**src/rtl/lighting_pkg.sv**
```systemverilog
// Types and timing constants shared by the lighting blocks
// (button front end and lamp controller).
package lighting_pkg;

    typedef enum logic [2:0] {
        MAN_OFF   = 3'd0,
        MAN_ON    = 3'd1,
        AUTO_IDLE = 3'd2,
        AUTO_ON   = 3'd3,
        AUTO_HOLD = 3'd4
    } lamp_state_t;

    localparam int DEFAULT_OFF_DELAY = 30000;

endpackage

```
**src/rtl/hold_timer.sv**
```systemverilog
// Saturating down-counter used as the AUTO switch-off hold timer.
module hold_timer #(
    parameter int                 TIMER_W  = 15,
    parameter logic [TIMER_W-1:0] LOAD_VAL = '0
) (
    input  logic clk,
    input  logic rst,
    input  logic load,
    input  logic dec,
    output logic zero
);

    logic [TIMER_W-1:0] count_reg;

    // Load takes precedence over decrement; the count sticks at zero.
    always_ff @(posedge clk or posedge rst) begin
        if (rst) begin
            count_reg <= '0;
        end else if (load) begin
            count_reg <= LOAD_VAL;
        end else if (dec && (count_reg != '0)) begin
            count_reg <= count_reg - 1'b1;
        end
    end

    assign zero = (count_reg == '0);

endmodule

```
**src/rtl/lamp_controller.sv**
```systemverilog
// Lamp controller: AUTO/MANUAL mode FSM driven by press events and a
// synchronized presence sensor, with a programmable switch-off hold.
module lamp_controller
    import lighting_pkg::*;
#(
    parameter int OFF_DELAY = DEFAULT_OFF_DELAY,
    parameter int TIMER_W   = $clog2(OFF_DELAY + 1)
) (
    input  logic clk,
    input  logic rst,
    input  logic a_pulse,
    input  logic b_pulse,
    input  logic presence,
    output logic lamp,
    output logic auto_mode,
    output logic hold_active
);

    logic        a_prev_reg;
    logic        b_prev_reg;
    logic        pres_meta_reg;
    logic        pres_s_reg;
    logic        a_ev;
    logic        b_ev;
    logic        timer_load;
    logic        timer_dec;
    logic        timer_zero;
    lamp_state_t state_reg;
    lamp_state_t state_next;

    always_ff @(posedge clk or posedge rst) begin
        if (rst) begin
            a_prev_reg    <= 1'b0;
            b_prev_reg    <= 1'b0;
            pres_meta_reg <= 1'b0;
            pres_s_reg    <= 1'b0;
        end else begin
            a_prev_reg    <= a_pulse;
            b_prev_reg    <= b_pulse;
            pres_meta_reg <= presence;
            pres_s_reg    <= pres_meta_reg;
        end
    end

    // Rising-edge detect so a press held for several cycles counts once.
    assign a_ev = a_pulse & ~a_prev_reg;
    assign b_ev = b_pulse & ~b_prev_reg;

    always_comb begin
        state_next = state_reg;
        timer_load = 1'b0;
        case (state_reg)
            MAN_OFF: begin
                if (a_ev)      state_next = AUTO_IDLE;
                else if (b_ev) state_next = MAN_ON;
            end
            MAN_ON: begin
                if (a_ev) begin
                    state_next = AUTO_HOLD;
                    timer_load = 1'b1;
                end else if (b_ev) begin
                    state_next = MAN_OFF;
                end
            end
            AUTO_IDLE: begin
                if (a_ev)            state_next = MAN_OFF;
                else if (pres_s_reg) state_next = AUTO_ON;
            end
            AUTO_ON: begin
                if (a_ev) begin
                    state_next = MAN_ON;
                end else if (!pres_s_reg) begin
                    state_next = AUTO_HOLD;
                    timer_load = 1'b1;
                end
            end
            AUTO_HOLD: begin
                if (a_ev)            state_next = MAN_ON;
                else if (b_ev)       timer_load = 1'b1;
                else if (pres_s_reg) state_next = AUTO_ON;
                else if (timer_zero) state_next = AUTO_IDLE;
            end
            default: state_next = AUTO_IDLE;
        endcase
    end

    // Counting while in AUTO_HOLD makes the hold last exactly OFF_DELAY cycles.
    assign timer_dec = (state_reg == AUTO_HOLD);

    hold_timer #(
        .TIMER_W  (TIMER_W),
        .LOAD_VAL (TIMER_W'(OFF_DELAY - 1))
    ) u_hold_timer (
        .clk  (clk),
        .rst  (rst),
        .load (timer_load),
        .dec  (timer_dec),
        .zero (timer_zero)
    );

    always_ff @(posedge clk or posedge rst) begin
        if (rst) begin
            state_reg   <= AUTO_IDLE;
            lamp        <= 1'b0;
            auto_mode   <= 1'b1;
            hold_active <= 1'b0;
        end else begin
            state_reg   <= state_next;
            lamp        <= (state_next == MAN_ON) || (state_next == AUTO_ON) ||
                           (state_next == AUTO_HOLD);
            auto_mode   <= (state_next == AUTO_IDLE) || (state_next == AUTO_ON) ||
                           (state_next == AUTO_HOLD);
            hold_active <= (state_next == AUTO_HOLD);
        end
    end

endmodule
```
**config.mk**
```make
export PLATFORM = sky130hd
export DESIGN_NAME = lamp_controller
export DESIGN_NICKNAME = d
export VERILOG_FILES = /design/src/rtl/lighting_pkg.sv /design/src/rtl/hold_timer.sv /design/src/rtl/lamp_controller.sv
export SDC_FILE = /design/constraint.sdc
export NUM_CORES = 1
export LEC_CHECK = 0
export CAP_MARGIN = 20
export CORE_UTILIZATION = 61
export CTS_CLUSTER_DIAMETER = 60
export CTS_CLUSTER_SIZE = 8
export DETAILED_ROUTE_END_ITERATION = 12
export PLACE_DENSITY = 0.82
export SETUP_SLACK_MARGIN = 0.15
export SLEW_MARGIN = 20
export SYNTH_ARGS = -nofsm -noshare
export SYNTH_HDL_FRONTEND = slang
export SYNTH_SLANG_ARGS = --single-unit
```
**constraint.sdc**
```tcl
create_clock -name clk -period 5.2 [get_ports clk]
set_input_delay 0.78 -clock clk [delete_from_list [all_inputs] [get_ports clk]]
set_output_delay 0.78 -clock clk [all_outputs]
set_load 0.005 [all_outputs]
```
# Word-level counts from Yosys, hierarchy flattened
# Index checks and enable logic that the tools add are counted.
[word_totals]
elab_cells = 52
out_inout_bits = 3
ff_bits = 25
[op_classes]
bitwise_logic = 4
n_addsub = 1
n_reduce_logical = 9
n_eq_ne = 8
muxes = 21
[ops]
columns = ["operator", "n"]
rows = [
  ["$mux 3", 12],
  ["$mux 15", 2],
  ["$logic_not 15->1", 1],
  ["$pmux 3 s5", 1],
  ["$reduce_bool 15->1", 1],
  ["$sub 15x1->15 const B", 1],
  ["$eq 3x2->1 const B", 4],
  ["$eq 3x1->1 const B", 2],
  ["$eq 3x3->1 const B", 2],
  ["$mux 1", 5],
  ["$logic_or 1x1->1", 4],
  ["$logic_not 3->1", 1],
  ["$pmux 1 s3", 1],
  ["$and 1x1->1", 2],
  ["$not 1->1", 2],
  ["$reduce_bool 2->1", 1],
  ["$logic_and 1x1->1", 1],
]

# Logic depth before layout (Yosys ltp)
[depth]
depth_word = 9
ltp_mapped = 7

# By module
# Synthesis repeated with hierarchy kept, for this count alone.
[unflattened]
cells_unflattened = 130
hier_area_um2 = 1333.8
[modules_own_cells]
columns = ["mod", "cells_per_inst", "instances", "area_each_um2"]
rows = [
  ["hold_timer", 85, 1, 842.1],
  ["lamp_controller", 45, 1, 491.7],
]

# Worst setup path after synthesis
# OpenSTA, ideal clock, no wires.
[synth_path]
path_kind = "register to register"
startpoint = "register u_hold_timer.count_reg[3]"
endpoint = "register lamp"
required_ns = 5.061
stages_incl_launch_ff = 8
period_less_slack_ns = 2.380
arrival_ns = 2.242
n_path_buf = 2
slack_ns = 2.820
setup_time_ns = 0.139
cell_sequence = "dfrtp_1 -> or4_1 -> buf_2 -> or4_4 -> buf_6 -> o21bai_4 -> nor3_2 -> or4_1"
[synth_via]
elab_chain_len = 9
elab_cells_between_ends = 11
classes_between = "eq/ne: 3; mux: 5; reduce/logical: 3"
[synth_rtl]
columns = ["item", "line_no", "source"]
rows = [
  ["from (decl)", "hold_timer.sv:13", "logic [TIMER_W-1:0] count_reg;"],
  ["from (signal assigned)", "hold_timer.sv:22", "count_reg <= count_reg - 1'b1;"],
  ["$logic_not 15->1 (*)", "hold_timer.sv:26", "assign zero = (count_reg == '0);"],
  ["$mux 3 (*)", "lamp_controller.sv:81", "else if (timer_zero) state_next = AUTO_IDLE;"],
  ["$mux 3 (*)", "lamp_controller.sv:80", "else if (pres_s_reg) state_next = AUTO_ON;"],
  ["$mux 3 (*)", "lamp_controller.sv:79", "else if (b_ev) timer_load = 1'b1;"],
  ["$mux 3 (*)", "lamp_controller.sv:78", "if (a_ev) state_next = MAN_ON;"],
  ["$pmux 3 s5 (*)", "lamp_controller.sv:52", "case (state_reg)"],
  ["$eq 3x1->1 / $eq 3x2->1 (equally long branches)", "lamp_controller.sv:109", "lamp <= (state_next == MAN_ON) || (state_next == AUTO_ON) ||"],
  ["$logic_or 1x1->1", "lamp_controller.sv:109", ""],
  ["$logic_or 1x1->1 (*)", "lamp_controller.sv:109", ""],
  ["to (signal assigned)", "lamp_controller.sv:109", ""],
  ["to (decl)", "lamp_controller.sv:14", "output logic lamp,"],
]
# Mark *: on every way between the ends. The rest lies on a longest branch, timed or not.
# A chain may end at the register's enable or synchronous reset.

# Final worst setup path
[layout_path]
startpoint = "input a_pulse"
endpoint = "register u_hold_timer.count_reg[8]"
[layout_via]
elab_chain_len = 4
elab_cells_between_ends = 7
classes_between = "mux: 5; bitwise: 1; reduce/logical: 1"
[layout_rtl]
columns = ["item", "line_no", "source"]
rows = [
  ["from (decl)", "lamp_controller.sv:11", "input logic a_pulse,"],
  ["$and 1x1->1 (*)", "lamp_controller.sv:46", "assign a_ev = a_pulse & ~a_prev_reg;"],
  ["$mux 1, on equally long branches", "lamp_controller.sv:78, lamp_controller.sv:58, lamp_controller.sv:70", ""],
  ["$pmux 1 s3 (*)", "lamp_controller.sv:52", ""],
  ["$mux 15 / $reduce_bool 2->1 (equally long branches)", "--", ""],
]
# Marked as above.

==> results.py <==
metrics = {
    "clock_network": {
        "cts.clk_slew.worst_paths_ns": 0.12,
        "htree_levels": 1,
        "post-cts-setup-buffer-count": 0,
        "clock_path_buffers": 2,
        "cts_tree": "built",
        "numClockSinks": 25,
        "cts_hold_buf": 0,
        "root_buffer": "clkbuf_4",
        "clock_latency_ns": 0.30,
        "cts_made_buffers": 3,
        "ctsResizeCount": 0,
    },
    "run_status": {
        "status": "complete, no violations",
    },
    "critical_path": {
        "reg2reg_slack_ns": 2.50,
        "r2r_start": "u_hold_timer.count_reg[9]",
        "reg2reg_to": "lamp",
        "r2r_cells": 5,
        "cp.required_ns": 5.34,
        "crit_type": "in -> reg",
        "critPathLaunchType": "input port",
        "critPathArrivalTime_ns": 2.84,
        "path_max_fanout": 10,
        "cp-end-kind": "flip-flop",
    },
    "place": {
        "post-place-cells": 156,
        "gp_routability_congestion": 0.827,
        "portBuffers": 7,
        "dpl.hpwl_mm": 1.69,
        "pre_cts_slack_ns": 2.11,
    },
    "sta": {
        "relSlewSlack": 0.406,
        "period_minus_slack_ns": 2.70,
        "finalWorstSetupSlack_ns": 2.50,
        "fin_tns_setup_ns": 0,
        "final_max_slew_viol_count": 0,
        "finalCritPeriodShare": 0.519,
        "tightestPinTransition_ns": 0.890,
        "final_hold_viol_count": 0,
        "fmax_ghz": 0.370,
        "clock-skew-final_ns": 0.00357,
        "setup_viol": 0,
        "rsz0062_at_grt": "no",
        "fin_hold_ws_ns": 0.365,
    },
    "cells_and_area": {
        "largest_register_ffs": 15,
        "seqCellArea_um2": 628,
        "drive_gt1_frac": 0.0827,
        "antennaDiodeCount": 0,
        "num-nets-final": 141,
        "multi_input_area_um2": 608,
        "final_cells": 160,
        "fillers": 138,
        "area_growth_pct": 7.74,
    },
    "power": {
        "p_leak_uw": 0.000554,
        "power_density_nw_per_um2": 348,
        "ir_drop_mv": 0.271,
    },
    "floorplan": {
        "start_util": 0.652,
        "die-area_um2": 2310,
        "io_pins": 8,
        "die_y_um": 48.0,
        "die-width_um": 48.0,
        "coreArea_um2": 1980,
        "rows": 16,
    },
    "yosys": {
        "syn-num-nets": 136,
        "synth_edf_count": 0,
        "synthCells": 129,
        "synth_flop_cell": "dfrtp_1",
        "synthArstFlopShare": 1.00,
        "syn_area_per_cell_um2": 10.0,
        "yosys_warnings": 0,
        "synth.distinct_cells": 38,
        "netlist_area_um2": 1290,
        "ys_ff_latch": 25,
        "yosysSeqAreaShare": 0.486,
    },
    "global_route": {
        "grt_overflow": 0,
        "grtUsageTotal": 0.248,
        "first_global_vias": 910,
        "antenna_found_initial": 0,
        "grt_max_degree": 26,
        "grt_pass1_wl_mm": 3.86,
    },
    "routing": {
        "viasPerCell": 6.06,
        "drtIter0Drc": 53,
        "ant_nets": 0,
        "drc": 0,
        "routed_wl_mm": 2.35,
        "wl_per_cell_um": 14.7,
        "firstDrtPassIters": 4,
        "vias": 969,
    },
    "hold_path": {
        "hp-class": "reg -> reg",
        "hp-start": "pres_meta_reg",
        "min_delay_path_depth": 0,
        "min_to": "pres_s_reg",
    },
    "job": {
        "drv_cap": 0,
    },
}
## stage by stage
step,area [um^2],utilization,total power [uW]
6_report,1390,0.703,484
5_1_grt,1390,0.703,520
4_1_cts,1390,0.699,483
3_5_place_dp,1360,0.686,402
3_3_place_gp,1360,0.686,394
2_1_floorplan,1290,-,355
## cells in the final DEF, fill, tap and decap left out, types with 2 or more instances in the layout
| cell type | count |
|---|---|
| dfrtp_1 | 23 |
| nand2_1 | 10 |
| nor2_1 | 8 |
| nor3_1 | 8 |
| xor2_1 | 8 |
| inv_1 | 7 |
| clkdlybuf4s50_1 | 7 |
| o21ai_0 | 6 |
| o211ai_1 | 4 |
| nor4_1 | 4 |
| nand3_1 | 4 |
| or3_1 | 4 |
| or4_1 | 3 |
| mux2i_1 | 3 |
| xnor2_1 | 3 |
| a21oi_1 | 3 |
| clkbuf_4 | 3 |
| nand2b_1 | 2 |
| ha_1 | 2 |
| dfstp_2 | 2 |
## worst max-delay path, cell delays in order
cell and delay (ns):
clkdlybuf4s50_1 0.49, nor2b_1 0.39, nor3_1 0.13, a31o_2 0.29
nor2_1 0.49, o311ai_0 0.26
## cell families (layout without fill, tap and decap cells)
| group | Yosys count | count (layout) | share of synthesized area |
|---|---|---|---|
| muxes | 3 | 3 | 0.0232 |
| adders and majority gates | 2 | 2 | 0.0194 |
| DFF | 25 | 25 | 0.486 |
| buffers and inverters | 14 | 18 | 0.0484 |
| AOI/OAI and AO/OA | 22 | 22 | 0.125 |
| and+or+nand+nor | 52 | 52 | 0.224 |
| xor gates and xnor gates | 11 | 11 | 0.0745 |
## synth_stat cells, types with 2 or more instances
master / number / area [um^2]
a21oi_1: 3 / 15.0
buf_2: 2 / 10.0
clkbuf_1: 4 / 15.0
dfrtp_1: 23 / 576
dfstp_2: 2 / 52.6
ha_1: 2 / 25.0
inv_1: 7 / 26.3
mux2i_1: 3 / 30.0
nand2_1: 10 / 37.5
nand2b_1: 2 / 12.5
nand3_1: 4 / 20.0
nor2_1: 8 / 30.0
nor3_1: 8 / 40.0
nor4_1: 5 / 31.3
o211ai_1: 4 / 30.0
o21ai_0: 6 / 30.0
or3_1: 4 / 25.0
or4_1: 3 / 22.5
xnor2_1: 3 / 26.3
xor2_1: 8 / 70.1
## per-layer routing
layer / wire length (um) / vias up / track usage
met5: 0 / - / 0
li1: - / 469 / -
met1: 1040 / 456 / 0.353
met2: 1100 / 35 / 0.359
met3: 146 / 9 / 0.0453
met4: 53 / 0 / 0.133
## how the worst max path moves through the flow
stage | from | to | slack, ns
final | a_pulse | u_hold_timer.count_reg[8] | 2.50
after global routing | a_pulse | u_hold_timer.count_reg[8] | 2.33
after CTS | a_pulse | u_hold_timer.count_reg[6] | 2.44
after detailed placement | a_pulse | u_hold_timer.count_reg[6] | 2.11
after global placement | a_pulse | u_hold_timer.count_reg[6] | 2.28
after floorplan | u_hold_timer.count_reg[3] | lamp | 2.82
## area by class of cell
cell class	instances	area share
flip-flops and latches	25	0.451
well taps	27	0.0243
multi-input cells	90	0.437
clock buffers	4	0.0189
inverters	7	0.0189
repair buffers	7	0.0503
## power breakdown
| group | internal, uW | switching [uW] | total, uW | leakage, uW |
|---|---|---|---|---|
| Combinational | 68.7 | 69.5 | 138 | 0.000260 |
| Sequential | 232 | 32.9 | 265 | 0.000278 |
| Clock | 29.9 | 50.7 | 80.6 | 0.0000150 |
| Total | 331 | 153 | 484 | 0.000554 |
Power figures use the tool's default switching activity.
